File: config.mk
export PLATFORM = sky130hd
export DESIGN_NAME = dwell_driver_flat
export DESIGN_NICKNAME = d
export VERILOG_FILES = /design/src/rtl/dwell_if.sv /design/src/rtl/dwell_driver.sv /design/src/flat_wrapper.sv
export SDC_FILE = /design/constraint.sdc
export NUM_CORES = 1
export LEC_CHECK = 0
export BUFFER_PORTS_ARGS = -buffer_cell sky130_fd_sc_hd__buf_4
export CAP_MARGIN = 20
export CORE_AREA = 2 2 39 41
export DETAILED_ROUTE_END_ITERATION = 16
export DIE_AREA = 0 0 41 43
export SLEW_MARGIN = 15
export SYNTH_ARGS = -nofsm -noshare
export SYNTH_HDL_FRONTEND = slang
export SYNTH_SLANG_ARGS = --single-unit
File: constraint.sdc
create_clock -name clk -period 2.6 [get_ports clk]
set_clock_uncertainty 0.1 [all_clocks]
set_input_delay 0.52 -clock clk [delete_from_list [all_inputs] [get_ports clk]]
set_output_delay 0.52 -clock clk [all_outputs]
set_load 0.01 [all_outputs]
File: src/rtl/dwell_if.sv
// Request/response bundle between control logic and the dwell-limited output driver.
interface dwell_if;
    logic val_req;
    logic tick;
    logic val;
    logic rise;
    logic fall;
    logic pending;

    modport master (output val_req, output tick, input val, input rise, input fall, input pending);
    modport slave  (input val_req, input tick, output val, output rise, output fall, output pending);
endinterface

File: src/rtl/dwell_driver.sv
// Drives a clean output level that never toggles faster than a minimum dwell,
// with single-cycle rise/fall event pulses on each change.
module dwell_driver #(
    parameter int   W         = 4,
    parameter int   MIN_HI    = 8,
    parameter int   MIN_LO    = 8,
    parameter logic RST_VAL   = 1'b1,
    parameter bit   WITH_TICK = 1'b0
) (
    input  logic    clk,
    input  logic    rst,
    dwell_if.slave  bus
);

    localparam int CNT_MAX = (1 << W) - 1;

    if (MIN_HI > CNT_MAX || MIN_LO > CNT_MAX || MIN_HI < 0 || MIN_LO < 0) begin : g_bad_min
        $error("dwell_driver: MIN_HI/MIN_LO must lie in 0..2^W-1");
    end

    localparam logic [W-1:0] MIN_HI_W = W'(MIN_HI);
    localparam logic [W-1:0] MIN_LO_W = W'(MIN_LO);

    logic         val_q, val_d;
    logic         rise_q, rise_d;
    logic         fall_q, fall_d;
    logic [W-1:0] cnt_q, cnt_d;

    logic         tick_i;
    logic [W-1:0] min_cur;
    logic         ok;
    logic         chg;

    always_comb begin
        val_d   = val_q;
        cnt_d   = cnt_q;
        rise_d  = 1'b0;
        fall_d  = 1'b0;
        tick_i  = WITH_TICK ? bus.tick : 1'b1;
        min_cur = val_q ? MIN_HI_W : MIN_LO_W;
        ok      = (cnt_q >= min_cur);
        // The change decision ignores tick so a satisfied dwell passes on the very next clk.
        chg     = (bus.val_req != val_q) && ok;

        if (chg) begin
            val_d  = ~val_q;
            cnt_d  = '0;
            rise_d = ~val_q;
            fall_d = val_q;
        end else if (tick_i && (cnt_q != '1)) begin
            cnt_d = cnt_q + 1'b1;
        end
    end

    always_ff @(posedge clk) begin
        if (rst) begin
            val_q  <= RST_VAL;
            cnt_q  <= '0;
            rise_q <= 1'b0;
            fall_q <= 1'b0;
        end else begin
            val_q  <= val_d;
            cnt_q  <= cnt_d;
            rise_q <= rise_d;
            fall_q <= fall_d;
        end
    end

    assign bus.val     = val_q;
    assign bus.rise    = rise_q;
    assign bus.fall    = fall_q;
    assign bus.pending = (bus.val_req != val_q);

endmodule

File: src/flat_wrapper.sv
// flat-port wrapper written by rule: the top's interface ports become plain ports
module dwell_driver_flat 
#(
    parameter int   W         = 4,
    parameter int   MIN_HI    = 8,
    parameter int   MIN_LO    = 8,
    parameter logic RST_VAL   = 1'b1,
    parameter bit   WITH_TICK = 1'b0
)
  (clk, rst, bus_val_req, bus_tick, bus_val, bus_rise, bus_fall, bus_pending);
  dwell_if bus_i ();
  input  logic clk;
  input  logic rst;
  input wire logic [$bits(bus_i.val_req)-1:0] bus_val_req;
  input wire logic [$bits(bus_i.tick)-1:0] bus_tick;
  output wire logic [$bits(bus_i.val)-1:0] bus_val;
  output wire logic [$bits(bus_i.rise)-1:0] bus_rise;
  output wire logic [$bits(bus_i.fall)-1:0] bus_fall;
  output wire logic [$bits(bus_i.pending)-1:0] bus_pending;
  assign bus_i.val_req = bus_val_req;
  assign bus_i.tick = bus_tick;
  assign bus_val = bus_i.val;
  assign bus_rise = bus_i.rise;
  assign bus_fall = bus_i.fall;
  assign bus_pending = bus_i.pending;
  dwell_driver #(.W(W), .MIN_HI(MIN_HI), .MIN_LO(MIN_LO), .RST_VAL(RST_VAL), .WITH_TICK(WITH_TICK)) u_core (.clk(clk), .rst(rst), .bus(bus_i));
endmodule
## After elaboration in Yosys (flattened, before gate mapping)

Index checks and enable logic that the tools add are counted.

| storage, ports and cells | value |
|---|---|
| bits of input ports | 4 |
| logic and storage cells | 13 |
| register bits | 7 |

| cells by class | value |
|---|---|
| $add $sub $neg | 1 |
| eq/ne operators | 2 |
| order comparisons | 1 |
| bitwise operators | 2 |
| reduce and logical (&&, ||, !) cells | 3 |

Operators with widths:

| operator | count |
|---|---|
| $add A4 B1 Y4 const B | 1 |
| $ge A4 B4 Y1 const B | 1 |
| $ne A4 B4 Y1 const B | 1 |
| $reduce_or A2 Y1 | 2 |
| $not A1 Y1 | 2 |
| $logic_and A1 B1 Y1 | 1 |
| $ne A1 B1 Y1 | 1 |

## Longest topological paths before layout

Gate-level depths: netlist of run 1.

| depth | value |
|---|---|
| word-level depth | 4 |
| mapped depth | 4 |
| gate-level depth less buffers | 4 |

## Worst setup path before layout of run 1

No wires, ideal clock.

| timing | value |
|---|---|
| path kind | input-to-output |
| start point | input bus_val_req |
| end point | output bus_pending |
| cell stages on the path | 1 |
| data required time | 1.980 ns |
| arrival time | 0.769 ns |
| path slack | 1.211 ns |
| cell sequence | xor2_1 |

| between the ends | value |
|---|---|
| cells in the longest elaborated chain, start to end | 1 |

Ends and longest elaborated chain:

| element | line | source |
|---|---|---|
| start: declaration | flat_wrapper.sv:14 | `input wire logic [$bits(bus_i.val_req)-1:0] bus_val_req;` |
| $ne A1 B1 Y1 | dwell_driver.sv:72 | `assign bus.pending = (bus.val_req != val_q);` |
| end: declaration | flat_wrapper.sv:19 | `output wire logic [$bits(bus_i.pending)-1:0] bus_pending;` |

No other way between the ends.

## Final worst setup path of run 1

| timing | value |
|---|---|
| start point | register u_core.val_q, in the netlist u_core.bus.val |
| end point | output bus_pending |

| between the ends | value |
|---|---|
| cells in the longest elaborated chain, start to end | 1 |

Ends and longest elaborated chain:

| element | line | source |
|---|---|---|
| start: declaration | dwell_driver.sv:24 | `logic val_q, val_d;` |
| start signal: assignment | dwell_driver.sv:62 | `val_q <= val_d;` |
| $ne A1 B1 Y1 | dwell_driver.sv:72 |  |

No other way between the ends.

==> results of run 1 <==
-- metal layers --
layer  vias up  GRT usage (%)
li1        124              -
met1       107           5.14
met2        11           8.13
met3         3           3.14
met4         0           6.00
met5         -              0
-- sequential cells by signal, summed over array words and instances, names as in the netlist --
register,cells
u_core.bus.fall,1
u_core.bus.rise,1
u_core.bus.val,1
u_core.cnt_q,4
-- cells by family after synthesis --
kind of cell | Yosys count | share of synthesized area [%]
mux | 1 | 3.11
compound gates | 4 | 11.3
flops | 7 | 43.6
simple gates | 12 | 23.0
buf+inv | 3 | 5.84
fa+ha+maj | 2 | 7.78
xor+xnor | 2 | 5.45
-- power breakdown --
part	switching, mW	total, mW	internal, mW
sequential	0.00556	0.117	0.112
clock	0.0471	0.104	0.0566
combinational	0.00959	0.0197	0.0101
-- per-stage QoR --
step | instance area [um2] | std cells | hold slack (ns)
after global routing | 403 | 56 | 0.344
after CTS | 403 | 56 | 0.337
final | 403 | 56 | 0.344
after floorplan | 322 | 31 | 0.423
after global placement | 375 | 52 | 0.424
after detailed placement | 375 | 52 | 0.420
-- final timing paths --
kind,start,end,depth (start not counted)
setup / recovery,u_core.bus.val,bus_pending,2
hold / removal,rst,u_core.bus.fall,2
setup reg to reg,u_core.cnt_q[0],u_core.cnt_q[0],4
hold reg to reg,u_core.bus.val,u_core.bus.fall,1
-- worst reg2reg max path, delay by kind of cell (launching register included) --
kind,cells,cell delay (ns)
flip-flops,1,0.40
adder cells (fa/ha/maj),1,0.23
AND/OR/NAND/NOR,2,0.20
XOR/XNOR,1,0.18
-- cell usage after synthesis --
cell | n | area (um2)
mux2i_1 | 1 | 10.0
and4bb_1 | 1 | 12.5
xor2_1 | 1 | 8.76
nand2_1 | 1 | 3.75
dfxtp_1 | 7 | 140
xnor2_1 | 1 | 8.76
nor4bb_1 | 1 | 10.0
a31oi_1 | 1 | 6.26
nand3_1 | 2 | 10.0
buf_6 | 1 | 11.3
nor2b_2 | 1 | 8.76
inv_1 | 2 | 7.51
a211o_1 | 1 | 8.76
a21o_2 | 1 | 8.76
a211oi_2 | 1 | 12.5
nor2_1 | 5 | 18.8
nor3_2 | 1 | 10.0
ha_1 | 2 | 25.0
-- final cells by class --
cell class              count  area [um2]
fillers                   146         981
multi-input cells          21         163
flip-flops and latches      7         140
repair buffers              6        45.0
clock buffers               3        22.5
well taps                  16        20.0
inverters                   2        7.51
clock inverters             1        5.00
==> impl_metrics.json, run 1 <==
{
  "status": "completed",
  "drt-met1-wl_um": 210,
  "ys.warnings.count": 0,
  "crit_slowest_cell": "dfxtp_1",
  "io_buffers": 6,
  "required_ns": 1.98,
  "cp-end-kind": "primary output",
  "rows": 14,
  "hold_viol": 0,
  "top_layer_used": "met4",
  "mostFrequentLayoutCells": "dfxtp_1, buf_4, nor2_1",
  "viasPerCell": 4.38,
  "fin_crit_ns": 1.61,
  "dp_hpwl_um": 345,
  "area_delta_synth_final_pct": 25.3,
  "drc_errors": 0,
  "fmax_ghz": 0.623,
  "cts_tree": "done",
  "relSlewSlack_pct": 80.6,
  "wirelength_um": 490,
  "clock_latency_ns": 0.26,
  "grt_pass1_vias": 171,
  "place.gp.congestion": 0.621,
  "worst_slew_pin_slew_ns": 0.291,
  "synth_seq_area_share_pct": 43.6,
  "first_pass_iters": 4,
  "cts_buffer_depth": 2,
  "setup_slack_ns": 0.994,
  "fin_tns_setup_ns": 0,
  "post-cts-setup-buffer-count": 0,
  "dieArea_um2": 1760,
  "clock-sinks": 7,
  "fin_nets": 47,
  "path_clk_slew_ns": 0.06,
  "vias": 245,
  "leakage_nw": 0.182,
  "path_cells": "xor2_1 -> buf_4",
  "worstPathArrival_ns": 0.99,
  "reg2reg_slack_ns": 1.38,
  "crit_path_max_fanout": 5,
  "fp.dieH_um": 43,
  "synth.distinct_cells": 18,
  "core_area_um2": 1380,
  "synth.avg_cell_area_um2": 10.4,
  "grt_setup_unrepaired": "false",
  "syn_area_um2": 322,
  "syn_nets": 37,
  "final_common_cell": "dfxtp_1",
  "worst-path-buf-inv": 1,
  "powerDensity_nw_per_um2": 598,
  "synth_seq_cells": 7,
  "maxCapViolCount": 0,
  "post-route-util_pct": 29.1,
  "ant_nets": 0,
  "peakVddDrop_mv": 0.163,
  "routedWlPerCell_um": 8.75,
  "die_w_um": 41,
  "antenna_found_initial": 0,
  "cts-root-buf": "clkbuf_4",
  "start_util_pct": 23.2,
  "critical_path_class": "reg2out",
  "routed-wl-met3_um": 57,
  "cts_max_level": 1,
  "initialDrtViolationCount": 12,
  "grt_first_pass_wirelength_um": 614,
  "total_power_uw": 241,
  "hold_path_class": "in2reg",
  "cp-start-kind": "flop",
  "grt_max_degree": 10,
  "antenna_cells": 0,
  "drive_gt1_share_pct": 35.0,
  "cp_top_family": "flip-flops",
  "gr-usage-all-layers_pct": 5.72,
  "post-place-ws_ns": 1.02,
  "setup_viol": 0,
  "crit_path_max_incr_delay_ns": 0.38,
  "wl_met2_um": 206,
  "holdBufCountCts": 0,
  "grt_overflow": 0,
  "finalCritPeriodShare_pct": 61.8,
  "syn_inst": 31,
  "cts_resized": 0,
  "maxSlewViolCount": 0,
  "cts-buffers-inserted": 3,
  "io_pins": 8
}
No activity file was read; power rests on OpenSTA's default activity.
==> inputs of run 2 (changes only) <==
ABC_AREA = 1   (was default)
clock period = 1.5 ns   (was 2.6 ns; I/O delays follow)
==> impl_metrics.json, run 2 <==
{
  "syn_inst": 42,
  "drc_errors": 0,
  "regArea_um2": 141,
  "setup_viol": 0,
  "viasPerCell": 4.01,
  "required_ns": 1.10,
  "rr_startpoint": "u_core.cnt_q[1]",
  "final_common_cell": "nand2_1",
  "fp.dieH_um": 43,
  "hold_viol": 0,
  "ys.warnings.count": 0,
  "drive_gt1_share_pct": 23.1,
  "first_pass_iters": 3,
  "ant_nets": 0,
  "wirelength_um": 491,
  "relSlewSlack_pct": 84.9,
  "cp-start-kind": "flop",
  "critPathLaunch": "u_core.bus.val",
  "synth_top_cell_area_share_pct": 44.1,
  "rows": 14,
  "whs_path_depth": 3,
  "vias": 273,
  "grt_pass1_vias": 193,
  "worstPathArrival_ns": 0.99,
  "synth_seq_cells": 7,
  "cts-root-buf": "clkbuf_4",
  "cts_max_level": 1,
  "total_power_uw": 397,
  "crit_slowest_cell": "dfxtp_2",
  "post-route-util_pct": 29.7,
  "worst_slew_pin_slew_ns": 0.227,
  "critical_path_class": "reg2out",
  "leakage_nw": 0.221,
  "post-cts-setup-buffer-count": 0,
  "finalCritPeriodShare_pct": 92.7,
  "holdBufCountCts": 0,
  "syn_area_um2": 318,
  "ys.flop_type": "dfxtp_1",
  "registers.top_by_ff_count": "u_core.cnt_q",
  "fill_cells": 147,
  "placed_area_um2": 383,
  "fmax_ghz": 0.720,
  "synthTopCellsByArea": "dfxtp_1, nand2_1, inv_1, ha_1, nand3_1",
  "dp_hpwl_um": 387,
  "grt_setup_unrepaired": "false",
  "dieArea_um2": 1760,
  "cts_tree": "done",
  "synth.avg_cell_area_um2": 7.57,
  "hold_path_class": "in2reg",
  "clock-sinks": 7,
  "initialDrtViolationCount": 5,
  "grt_overflow": 0,
  "maxSlewViolCount": 0,
  "async_flop_share_pct": 0,
  "area_delta_synth_final_pct": 29.1,
  "yosysMostFrequentCell": "nand2_1",
  "final_area_um2": 410,
  "multi_input_area_um2": 146,
  "maxCapViolCount": 0,
  "stdcell_count": 68,
  "cts_buffer_depth": 2,
  "status": "completed",
  "gr-usage-all-layers_pct": 6.75,
  "synth_edf_count": 0,
  "cts-buffers-inserted": 3,
  "die_w_um": 41,
  "routedWlPerCell_um": 7.22,
  "crit_path_max_incr_delay_ns": 0.33,
  "largest_register_ffs": 4,
  "grt_max_degree": 8,
  "antenna_cells": 0,
  "io_buffers": 6,
  "hp-start": "rst",
  "place.gp.congestion": 0.642,
  "synth_common_cells": "nand2_1, dfxtp_1, inv_1",
  "synth_seq_area_share_pct": 44.1,
  "core_area_um2": 1380,
  "mostFrequentLayoutCells": "nand2_1, inv_1, buf_4, dfxtp_1, nand3_1",
  "io_pins": 8,
  "path_clk_slew_ns": 0.05,
  "start_util_pct": 23.0,
  "peakVddDrop_mv": 0.540,
  "fin_crit_ns": 1.39,
  "fin_tns_setup_ns": 0,
  "clock_latency_ns": 0.24,
  "synth_top_area_cell": "dfxtp_1",
  "dp.cells": 64,
  "crit_path_max_fanout": 5,
  "syn_nets": 48,
  "antenna_found_initial": 0,
  "synth.distinct_cells": 12,
  "ff2ff_path_depth": 5,
  "cp-end-kind": "primary output",
  "grt_first_pass_wirelength_um": 765,
  "fin_nets": 59,
  "powerDensity_nw_per_um2": 968,
  "path_cells": "inv_1 -> nand2_1 -> and2_1 -> buf_4"
}
[run 2: cell families after synthesis]
family / synth area share (%)
XOR/XNOR: 2.76
AND/OR/NAND/NOR: 30.7
AO/OA/AOI/OAI: 4.72
buffers and inverters: 9.84
adder cells (fa/ha/maj): 7.87
flip-flops: 44.1
[run 2: report_power, final]
group	leakage, nW	switching, mW	internal, mW
clock	0.0150	0.0611	0.101
sequential	0.0566	0.00796	0.194
combinational	0.149	0.0165	0.0165
[run 2: stage by stage]
| step | hold slack [ns] | setup slack, ns |
|---|---|---|
| after floorplan | 0.344 | 0.389 |
| after global placement | 0.393 | 0.288 |
| after detailed placement | 0.397 | 0.291 |
| after CTS | 0.193 | 0.0738 |
| after global routing | 0.218 | 0.0504 |
| final | 0.200 | 0.110 |
[run 2: path summary, 6_finish.rpt]
| kind | end | slack [ns] |
|---|---|---|
| min | u_core.bus.val | 0.20 |
| min reg2reg | u_core.cnt_q[0] | 0.40 |
| max reg2reg | u_core.cnt_q[0] | 0.39 |
| max | bus_pending | 0.11 |
[run 2: what timing repair did]
item	CTS	global route
setup endpoints to repair	0	1
hold endpoints to repair	0	0
resized for setup	0	1
[run 2: final cells by class]
type                            count  area share [%]
Multi-Input combinational cell     27            35.7
Sequential cell                     7            34.5
Timing Repair Buffer                6            11.0
Inverter                            8            7.62
Clock buffer                        4            6.40
Tap cell                           16            4.88
[run 2: critical path, delay by kind of cell (launching register included)]
family,cells,cell delay (ns)
buffers and inverters,2,0.21
AND/OR/NAND/NOR,2,0.19
flip-flops,1,0.33
[run 2: per-layer routing]
layer  up-vias  GRT usage, %  wire length, um
met5         -             0                0
met4         0          2.00                0
met3         0          6.28               35
met1       116          9.09              249
met2         6          7.50              206
li1        151             -                -
